--- src/rtl/fetch_pkg.sv ---
// Shared constants, state encoding and address helper for the instruction fetch stage.
package fetch_pkg;

  localparam int unsigned DEFAULT_ADDR_LIMIT = 8188;

  // Instruction word decode substitutes on bubbles (addi x0, x0, 0).
  localparam logic [31:0] NOP = 32'h0000_0013;

  typedef enum logic [0:0] {
    IDLE = 1'b0,
    RUN  = 1'b1
  } fetch_state_e;

  function automatic logic [31:0] limit_addr(input logic [31:0] pc, input logic [31:0] limit);
    return (pc > limit) ? 32'h0 : pc;
  endfunction

endpackage

--- src/rtl/fetch_queue.sv ---
// Synchronous FIFO used for both the in-flight tag queue and the decoded instruction queue.
module fetch_queue
  import fetch_pkg::*;
#(
  parameter int unsigned WIDTH = 32,
  parameter int unsigned DEPTH = 2
) (
  input  logic                         clk_i,
  input  logic                         rst_i,
  input  logic                         push_i,
  input  logic [WIDTH-1:0]             data_i,
  input  logic                         pop_i,
  input  logic                         clear_i,
  output logic [WIDTH-1:0]             data_o,
  output logic                         full_o,
  output logic                         empty_o,
  output logic [$clog2(DEPTH+1)-1:0]   count_o
);

  localparam int unsigned PW = (DEPTH > 1) ? $clog2(DEPTH) : 1;
  localparam int unsigned CW = $clog2(DEPTH + 1);

  logic [WIDTH-1:0] mem_q [DEPTH];
  logic [PW-1:0]    wr_ptr_q, wr_ptr_d;
  logic [PW-1:0]    rd_ptr_q, rd_ptr_d;
  logic [CW-1:0]    count_q, count_d;
  logic             do_push, do_pop;

  function automatic logic [PW-1:0] next_ptr(input logic [PW-1:0] ptr);
    return (ptr == PW'(DEPTH - 1)) ? '0 : ptr + PW'(1);
  endfunction

  assign full_o  = (count_q == CW'(DEPTH));
  assign empty_o = (count_q == '0);
  assign count_o = count_q;
  assign data_o  = mem_q[rd_ptr_q];

  // A push into a full queue is only legal when a pop frees the slot in the same cycle.
  assign do_push = push_i && (!full_o || pop_i);
  assign do_pop  = pop_i && !empty_o;

  always_comb begin
    wr_ptr_d = wr_ptr_q;
    rd_ptr_d = rd_ptr_q;
    count_d  = count_q;
    if (clear_i) begin
      wr_ptr_d = '0;
      rd_ptr_d = '0;
      count_d  = '0;
    end else begin
      if (do_push) wr_ptr_d = next_ptr(wr_ptr_q);
      if (do_pop)  rd_ptr_d = next_ptr(rd_ptr_q);
      case ({do_push, do_pop})
        2'b10:   count_d = count_q + CW'(1);
        2'b01:   count_d = count_q - CW'(1);
        default: count_d = count_q;
      endcase
    end
  end

  always_ff @(posedge clk_i or posedge rst_i) begin
    if (rst_i) begin
      wr_ptr_q <= '0;
      rd_ptr_q <= '0;
      count_q  <= '0;
      for (int i = 0; i < int'(DEPTH); i++) begin
        mem_q[i] <= '0;
      end
    end else begin
      wr_ptr_q <= wr_ptr_d;
      rd_ptr_q <= rd_ptr_d;
      count_q  <= count_d;
      if (do_push && !clear_i) begin
        mem_q[wr_ptr_q] <= data_i;
      end
    end
  end

endmodule

--- src/rtl/fetch_unit.sv ---
// Instruction fetch: issues PC-addressed memory requests, queues {pc, inst} pairs for decode and
// discards stale responses after a redirect. Define FETCH_BYPASS_EN for 0-cycle response bypass.
module fetch_unit
  import fetch_pkg::*;
#(
  parameter int unsigned DEPTH      = 2,
  parameter int unsigned ADDR_LIMIT = DEFAULT_ADDR_LIMIT
) (
  input  logic        i_Clk,
  input  logic        i_Rst,
  input  logic [31:0] iv_Pc,
  output logic        o_Pc_Enb,
  input  logic        i_Flush,
  output logic        o_Req_Valid,
  output logic [31:0] ov_Req_Addr,
  input  logic        i_Req_Ready,
  input  logic        i_Rsp_Valid,
  input  logic [31:0] iv_Rsp_Data,
  output logic        o_Inst_Valid,
  output logic [31:0] ov_Inst,
  output logic [31:0] ov_Inst_Pc,
  input  logic        i_Inst_Ready
);

  localparam int unsigned CW = $clog2(DEPTH + 1);
  // Repeated redirects can leave more stale responses outstanding than DEPTH.
  localparam int unsigned DW = CW + 4;

  localparam logic [0:0] StIdle = IDLE;
  localparam logic [0:0] StRun  = RUN;

  logic [0:0]    state_q, state_d;
  logic [DW-1:0] drop_q, drop_d;

  logic [CW-1:0] inflight;
  logic [CW-1:0] occupancy;
  logic [CW:0]   pending;
  logic          accept;
  logic          rsp_kept;
  logic          rsp_push;
  logic          bypass;
  logic          inst_pop;
  logic [31:0]   tag_pc;
  logic [63:0]   inst_data;
  logic          tag_full, tag_empty, inst_full, inst_empty;
  logic          unused_flags;

  always_comb begin
    state_d = state_q;
    case (state_q)
      StIdle:  state_d = StRun;
      default: state_d = StRun;
    endcase
  end

  // Issue side
  assign pending     = {1'b0, inflight} + {1'b0, occupancy};
  assign o_Req_Valid = (state_q == StRun) && !i_Flush && (pending < (CW + 1)'(DEPTH));
  assign ov_Req_Addr = limit_addr(iv_Pc, 32'(ADDR_LIMIT));
  assign accept      = o_Req_Valid && i_Req_Ready;
  assign o_Pc_Enb    = accept;

  // Response side: a kept response is one that arrives with nothing left to drop.
  assign rsp_kept = i_Rsp_Valid && (drop_q == '0);
  assign rsp_push = rsp_kept && !i_Flush;

`ifdef FETCH_BYPASS_EN
  assign bypass = rsp_push && inst_empty && i_Inst_Ready;
`else
  assign bypass = 1'b0;
`endif

  assign inst_pop     = !inst_empty && i_Inst_Ready && !i_Flush;
  assign o_Inst_Valid = !inst_empty || bypass;
  assign {ov_Inst_Pc, ov_Inst} = bypass ? {tag_pc, iv_Rsp_Data} : inst_data;

  always_comb begin
    drop_d = drop_q;
    if (i_Flush) begin
      // Every response arriving this cycle is consumed, whether it was stale or would be kept.
      drop_d = drop_q + DW'(inflight) - DW'(i_Rsp_Valid);
    end else if (i_Rsp_Valid && (drop_q != '0)) begin
      drop_d = drop_q - DW'(1);
    end
  end

  always_ff @(posedge i_Clk or posedge i_Rst) begin
    if (i_Rst) begin
      state_q <= StIdle;
      drop_q  <= '0;
    end else begin
      state_q <= state_d;
      drop_q  <= drop_d;
    end
  end

  // Tag FIFO occupancy is the count of live in-flight requests.
  fetch_queue #(
    .WIDTH (32),
    .DEPTH (DEPTH)
  ) u_tag_fifo (
    .clk_i   (i_Clk),
    .rst_i   (i_Rst),
    .push_i  (accept),
    .data_i  (ov_Req_Addr),
    .pop_i   (rsp_push),
    .clear_i (i_Flush),
    .data_o  (tag_pc),
    .full_o  (tag_full),
    .empty_o (tag_empty),
    .count_o (inflight)
  );

  fetch_queue #(
    .WIDTH (64),
    .DEPTH (DEPTH)
  ) u_inst_queue (
    .clk_i   (i_Clk),
    .rst_i   (i_Rst),
    .push_i  (rsp_push && !bypass),
    .data_i  ({tag_pc, iv_Rsp_Data}),
    .pop_i   (inst_pop),
    .clear_i (i_Flush),
    .data_o  (inst_data),
    .full_o  (inst_full),
    .empty_o (inst_empty),
    .count_o (occupancy)
  );

  assign unused_flags = ^{tag_full, tag_empty, inst_full};

endmodule

--- config.mk ---
export PLATFORM = sky130hd
export DESIGN_NAME = fetch_unit
export DESIGN_NICKNAME = d
export VERILOG_FILES = /design/src/rtl/fetch_pkg.sv /design/src/rtl/fetch_queue.sv /design/src/rtl/fetch_unit.sv
export SDC_FILE = /design/constraint.sdc
export NUM_CORES = 1
export LEC_CHECK = 0
export CAP_MARGIN = 20
export CORE_MARGIN = 4
export CORE_UTILIZATION = 59
export CTS_BUF_LIST = sky130_fd_sc_hd__clkbuf_4
export CTS_CLUSTER_SIZE = 14
export DETAILED_ROUTE_END_ITERATION = 10
export PLACE_DENSITY = 0.88
export SKIP_CTS_REPAIR_TIMING = 1
export SYNTH_ARGS = -nofsm -noshare
export SYNTH_HDL_FRONTEND = slang
export SYNTH_SLANG_ARGS = --single-unit
export TNS_END_PERCENT = 5
--- constraint.sdc ---
create_clock -name i_Clk -period 13.8 [get_ports i_Clk]
set_input_delay 2.76 -clock i_Clk [delete_from_list [all_inputs] [get_ports i_Clk]]
set_output_delay 2.76 -clock i_Clk [all_outputs]
set_load 0.005 [all_outputs]
==> impl_results.md, run 1 <==
* Die width at 134.9 um
* Avg WL per Cell at 16.06 um
* Synth Area in XOR/XNOR at 0.8295%
* Post-Route Skew at 27.53 ps
* Reg2reg start: drop_q[2]$_DFFE_PP0P_
* Cell Pwr Density at 149.4 mW/mm^2
* Vias per cell at 5.320
* Min-delay src: u_tag_fifo.mem_q[4]$_DFFE_PP0P_
* First-pass GRT wire length at 32380 um
* Nets at 1059
* Data arrival, critical path at 5120 ps
* Number of CTS-inserted buffers at 51
* Register bit count reported by yosys at 207
* F_max at 126.8 MHz
* Hold Vio Cnt, Final at 0
* TritonRoute pass-1 iters at 5
* Crit start category: input port
* Hold depth at 2
* Lkg Pwr at 0.005431 uW
* EDFF count, synth at 0
* Final Critical Period at 7884 ps
* R2r endpoint: u_inst_queue.mem_q[91]$_DFFE_PP0P_
* FFs w/ async S/R, synth at 100.0%
* Area fraction of the dominant cell type after synthesis at 54.51%
* Initial antenna violation count at 1
* Pin count of the biggest net entering global routing at 127
* Critical-path cell list: clkdlybuf4s50_1 -> or4b_4 -> clkinv_2 -> nand2_1 -> inv_1 -> clkdlybuf4s50_1
* Critical path startpoint: i_Flush
* R2R Setup Slk at 10810 ps
* RSZ-0062 raised after global routing: false
* Port Buffers at 149
* Synth Area in Compound Gates at 7.531%
* Tot GR Track Use at 21.75%
* Synthesized area per cell at 11.70 um^2
* Synthesized area at 0.009503 mm^2
* Clk slew on worst S/H paths at 60 ps
* Synth top area cells: dfrtp_1 (55%), mux2_2 (15%), a21oi_1 (3.8%)
* Cell depth of the worst setup path at 6
* Mux cell area share after synthesis at 18.85%
* Crit Path Max Fanout at 19
* Die height at 134.9 um
* Max_slew headroom at 28.96%
* Initial core utilization at 60.04%
* Hold Path End: u_tag_fifo.mem_q[4]$_DFFE_PP0P_
* Worst-skew pair later-pin latency at 630 ps
* Worst hold path type: reg -> reg
* Core Area at 0.01583 mm^2
* Register area share after synthesis at 54.51%
* CP top delay family: buffers and inverters
* Main combinational cell family by area after synthesis: multiplexers
* Clock root cell: clkbuf_4
* Crit. End Element: primary output
* Detail Route Antenna Nets at 0
* CTS tree: yes
* Peak VDD IR at 0.00006999 V
* Netlist cell types at 49
* Crit path buf inv count at 4
* Largest area contributor in the netlist: dfrtp_1
* Placed Area at 0.01105 mm^2
* Top_reg_cell synth: dfrtp_1
* R2R cell count at 6
* Design area at 0.01168 mm^2
* DIE AREA at 0.01820 mm^2
* Cells after synthesis at 812
* Area grow syn2layout at 22.95%
* Worst path slowest cell: clkdlybuf4s50_1
* Cell mode on critical path: clkdlybuf4s50_1
* Sink Count at 207
* CP Class: in -> out
* Num rows at 46
* Status: completed
* Gpl congestion at 0.8039
* Maximum clock path buffer count at 3
* Initial DRC count at 366
* Layout cell share with drive strength beyond 1 at 23.35%
* H-tree depth at 2
* Largest stage delay on the critical path at 820 ps
* Top Ports at 169
* Tightest Pin Transition at 1066 ps
* Post-DP HPWL at 12650 um
* Setup TNS at 0 ps
* CP required at 11040 ps
* Synth Area in Simple Gates at 11.32%
* Synth Area in Adders at 2.133%
* Final Setup Violations at 0
* Final Cycle Share at 57.13%
* Max Slew Vio Count at 0
* Final wirelength at 19580 um
* Vias in the first global route at 6688
* Congestion Overflow GR at 0
* Max cap viols at 0
* DRC Markers at 0
* Synth warn at 0
* Vias at 6485
## final cells by class
type,count,area [um^2]
Fill cell,1080,4144
Timing Repair Buffer,157,1575
Clock inverter,10,63.81
Clock buffer,71,533.0
Inverter,20,83.83
Multi-Input combinational cell,537,3973
Antenna cell,1,2.502
Sequential cell,207,5182
Tap cell,216,270.3
## worst max path at each step
stage	end
4_1_cts	ov_Req_Addr[3]
6_report	o_Pc_Enb
2_1_floorplan	drop_q[0]$_DFFE_PP0P_
5_1_grt	o_Pc_Enb
3_3_place_gp	ov_Req_Addr[8]
3_5_place_dp	ov_Req_Addr[3]
## cell families after synthesis
kind of cell,after synthesis
AND/OR/NAND/NOR,210
XOR/XNOR,9
AO/OA/AOI/OAI,120
multiplexers,163
buffers and inverters,86
flip-flops,207
other,2
adder cells (fa/ha/maj),15
## metrics by stage
stage	utilization, %	hold WS (ps)	power (uW)	setup slack, ps	instances
after floorplan	-	449.6	1036	5388	830
after global placement	69.79	461.1	1261	5741	1135
after detailed placement	69.79	470.0	1283	5730	1135
after CTS	73.56	483.6	1768	5722	1216
after global routing	73.82	500.2	1857	5774	1219
final	73.82	479.3	1745	5916	1219
## where the power goes
| part | leakage, uW | switching, uW | internal [uW] |
|---|---|---|---|
| clock | 0.000358 | 224 | 252 |
| sequential | 0.00283 | 50.0 | 699 |
| combinational | 0.00224 | 206 | 314 |
| total | 0.00543 | 480 | 1270 |
## cells in the final DEF, fill, tap and decap left out, types with 32 or more instances in the layout
master,count
nor2b_1,32
dfrtp_1,205
mux2i_1,35
nor2_1,73
clkdlybuf4s50_1,149
mux2_2,128
and2_1,33
clkbuf_4,71
nand2_1,34
a21oi_1,72
## synth_stat cells, drive strengths merged, types with 3 or more instances
library cell	count
nand3	5
clkbuf	23
or3	4
mux2	128
mux2i	35
nor4	8
a31o	13
xnor2	7
o21ai	19
buf	43
and2	33
nor2	73
nand2b	3
a211oi	4
ha	13
nand2	34
a21oi	72
nand4	4
nor2b	32
dfrtp	207
nor3	5
inv	19
## tightest hold or removal path, delay by kind of cell (launching register included)
kind | cells | cell delay, ps
flops | 1 | 340
compound gates | 1 | 60
simple gates | 1 | 40
## routing by layer
metal / global-route usage (%) / routed length (um)
met5: 0 / 0
met2: 35.33 / 9616
met1: 29.59 / 8656
met3: 4.732 / 1017
met4: 6.900 / 291
## registers in the layout, summed over array words and instances (netlist names)
name	count
state_q	1
drop_q	6
u_inst_queue.wr_ptr_q	1
u_tag_fifo.count_o	2
u_tag_fifo.mem_q	64
u_tag_fifo.rd_ptr_q	1
u_tag_fifo.wr_ptr_q	1
u_inst_queue.mem_q	128
u_inst_queue.count_o	2
u_inst_queue.rd_ptr_q	1
Power figures use the tool's default switching activity.
==> run 2: changes to the inputs <==
--- a/config.mk
+++ b/config.mk
@@ -7,11 +7,11 @@
 export LEC_CHECK = 0
 export CAP_MARGIN = 20
 export CORE_MARGIN = 4
-export CORE_UTILIZATION = 59
+export CORE_UTILIZATION = 49
 export CTS_BUF_LIST = sky130_fd_sc_hd__clkbuf_4
 export CTS_CLUSTER_SIZE = 14
 export DETAILED_ROUTE_END_ITERATION = 10
-export PLACE_DENSITY = 0.88
+export PLACE_DENSITY = 0.78
 export SKIP_CTS_REPAIR_TIMING = 1
 export SYNTH_ARGS = -nofsm -noshare
 export SYNTH_HDL_FRONTEND = slang
==> constraint.sdc (replaced) <==
create_clock -name i_Clk -period 6.9 [get_ports i_Clk]
set_input_delay 1.38 -clock i_Clk [delete_from_list [all_inputs] [get_ports i_Clk]]
set_output_delay 1.38 -clock i_Clk [all_outputs]
set_load 0.005 [all_outputs]
==> impl_results.md, run 2 (synthesis results as in run 1) <==
* Status: completed
* Final Critical Period at 5054 ps
* Hold Path End: u_tag_fifo.mem_q[10]$_DFFE_PP0P_
* Final Cycle Share at 73.24%
* Final Setup Violations at 0 (unchanged)
* Gpl congestion at 0.7685 (-4.4%)
* Sink Count at 207 (unchanged)
* Design area at 0.01178 mm^2 (+0.80%)
* Pin count of the biggest net entering global routing at 208 (+64%)
* Num rows at 50 (+8.7%)
* Clock root cell: clkbuf_4
* Largest stage delay on the critical path at 590 ps (-230 ps)
* R2r endpoint: u_inst_queue.mem_q[94]$_DFFE_PP0P_
* Maximum clock path buffer count at 3 (unchanged)
* Hold WS at 479.5 ps (+0.2500 ps)
* RSZ-0062 raised after global routing: false
* Die height at 147.3 um (+9.2%)
* Layout cell share with drive strength beyond 1 at 23.83% (+0.48 points)
* Setup TNS at 0 ps (unchanged)
* Detail Route Antenna Nets at 0 (unchanged)
* Top Ports at 169 (unchanged)
* Final wirelength at 19380 um (-1.0%)
* First-pass GRT wire length at 33050 um (+2.1%)
* Hold Vio Cnt, Final at 0 (unchanged)
* Port Buffers at 149 (unchanged)
* Initial DRC count at 356 (-2.7%)
* Crit Path Max Fanout at 16 (-3)
* Max cap viols at 0 (unchanged)
* CP Class: in -> out
* Peak VDD IR at 0.0001132 V (+62%)
* Post-DP HPWL at 12050 um (-4.7%)
* Vias per cell at 5.068 (-4.7%)
* CTS tree: yes
* Worst-skew pair later-pin latency at 630 ps (about the same)
* Tot GR Track Use at 18.17% (-3.6 points)
* Tightest Pin Transition at 1241 ps (+175.9 ps)
* Post-Route Skew at 27.77 ps (+0.2469 ps)
* Max reg flops at 128 (unchanged)
* Initial core utilization at 50.30% (-9.7 points)
* Final WS setup at 1846 ps (-4070 ps)
* Min-delay src: u_tag_fifo.mem_q[10]$_DFFE_PP0P_
* H-tree depth at 2 (unchanged)
* Data arrival, critical path at 3670 ps (-1450 ps)
* Nets at 1061 (+0.19%)
* Crit start category: input port
* Dpl ws at 1586 ps (-4144 ps)
* Clk slew on worst S/H paths at 60 ps (about the same)
* R2R cell count at 7 (+1)
* Max Slew Vio Count at 0 (unchanged)
* Avg WL per Cell at 15.28 um (-4.9%)
* F_max at 197.9 MHz
* DIE AREA at 0.02169 mm^2 (+19%)
* Hold depth at 2 (unchanged)
* Core Area at 0.01889 mm^2 (+19%)
* Post-Layout Cell Count at 1268 (+4.0%)
* Commonest non-fill, non-tap cell in the layout: dfrtp_1
* Critical-path cell list: clkdlybuf4s50_1 -> or3_1 -> nor4_4 -> buf_6 -> and2_1 -> clkdlybuf4s50_1
* Vias in the first global route at 6774 (+1.3%)
* Initial antenna violation count at 1 (unchanged)
* Area grow syn2layout at 23.94%
* Placed Area at 0.01111 mm^2 (+0.58%)
* Most frequent cells in the layout: dfrtp_1 (205), clkdlybuf4s50_1 (149), mux2_2 (128)
* Number of CTS-inserted buffers at 52 (+2.0%)
* DRC Markers at 0 (unchanged)
* Top Registers: u_inst_queue.mem_q: 128 flops, u_tag_fifo.mem_q: 64 flops, drop_q: 6 flops
* Worst hold path type: reg -> reg
* Largest Register: u_inst_queue.mem_q
* CP required at 5520 ps (-5520 ps)
* Worst path slowest cell: nor4_4
* Crit. End Element: primary output
* Cell mode on critical path: clkdlybuf4s50_1
* Max_slew headroom at 17.24% (-12 points)
* Reg2reg start: drop_q[2]$_DFFE_PP0P_
* Cell Pwr Density at 295.4 mW/mm^2 (+98%)
* Congestion Overflow GR at 0 (unchanged)
* Lkg Pwr at 0.005442 uW (+0.21%)
* Dpl cells at 1179 (+3.9%)
* Vias at 6426 (-0.91%)
* TritonRoute pass-1 iters at 4 (-1)
* Die width at 147.3 um (+9.2%)
* R2R Setup Slk at 4030 ps (-6780 ps)
run 2: critical path: cells and delay by family:
kind                   cells  cell delay, ps
buffers and inverters      3            1160
AND/OR/NAND/NOR            3            1120
run 2: layout make-up:
class / count / area, um^2
sequential: 207 / 5182
clock buffer: 75 / 563.0
multi-input combinational: 537 / 3973
antenna: 1 / 2.502
clock inverter: 10 / 43.79
timing repair buffer: 158 / 1608
fill: 1523 / 7116
tap: 260 / 325.3
inverter: 20 / 80.08
run 2: through the flow:
step,total power [uW],util [%]
after global placement,2533,58.80
final,3480,62.34
after CTS,3534,62.01
after detailed placement,2559,58.80
after global routing,3717,62.34
after floorplan,2072,-
run 2: power by group:
| group | switching [uW] | internal, uW | leakage (uW) |
|---|---|---|---|
| Sequential | 94.1 | 1400 | 0.00283 |
| Clock | 461 | 494 | 0.000364 |
| Combinational | 405 | 628 | 0.00225 |
run 2: worst max-delay path by stage:
stage / start / end / slack, ps / depth (start not counted)
4_1_cts: iv_Pc[14] / ov_Req_Addr[12] / 1580 / 5
3_5_place_dp: iv_Pc[14] / ov_Req_Addr[8] / 1590 / 5
5_1_grt: iv_Pc[28] / ov_Req_Addr[8] / 1680 / 7
2_1_floorplan: i_Rst / drop_q[0]$_DFFE_PP0P_ / 2830 / 1
6_report: iv_Pc[14] / ov_Req_Addr[8] / 1850 / 6
3_3_place_gp: iv_Pc[14] / ov_Req_Addr[4] / 1620 / 5
run 2: routing by layer:
layer	GRT usage, %	vias up	wire (um)	share of wire (%)
met1	24.74	3133	9079	47
met2	29.63	154	9097	47
met5	0	-	0	0
met4	5.499	0	312	1.6
li1	-	3113	-	-
met3	3.763	26	891	4.6
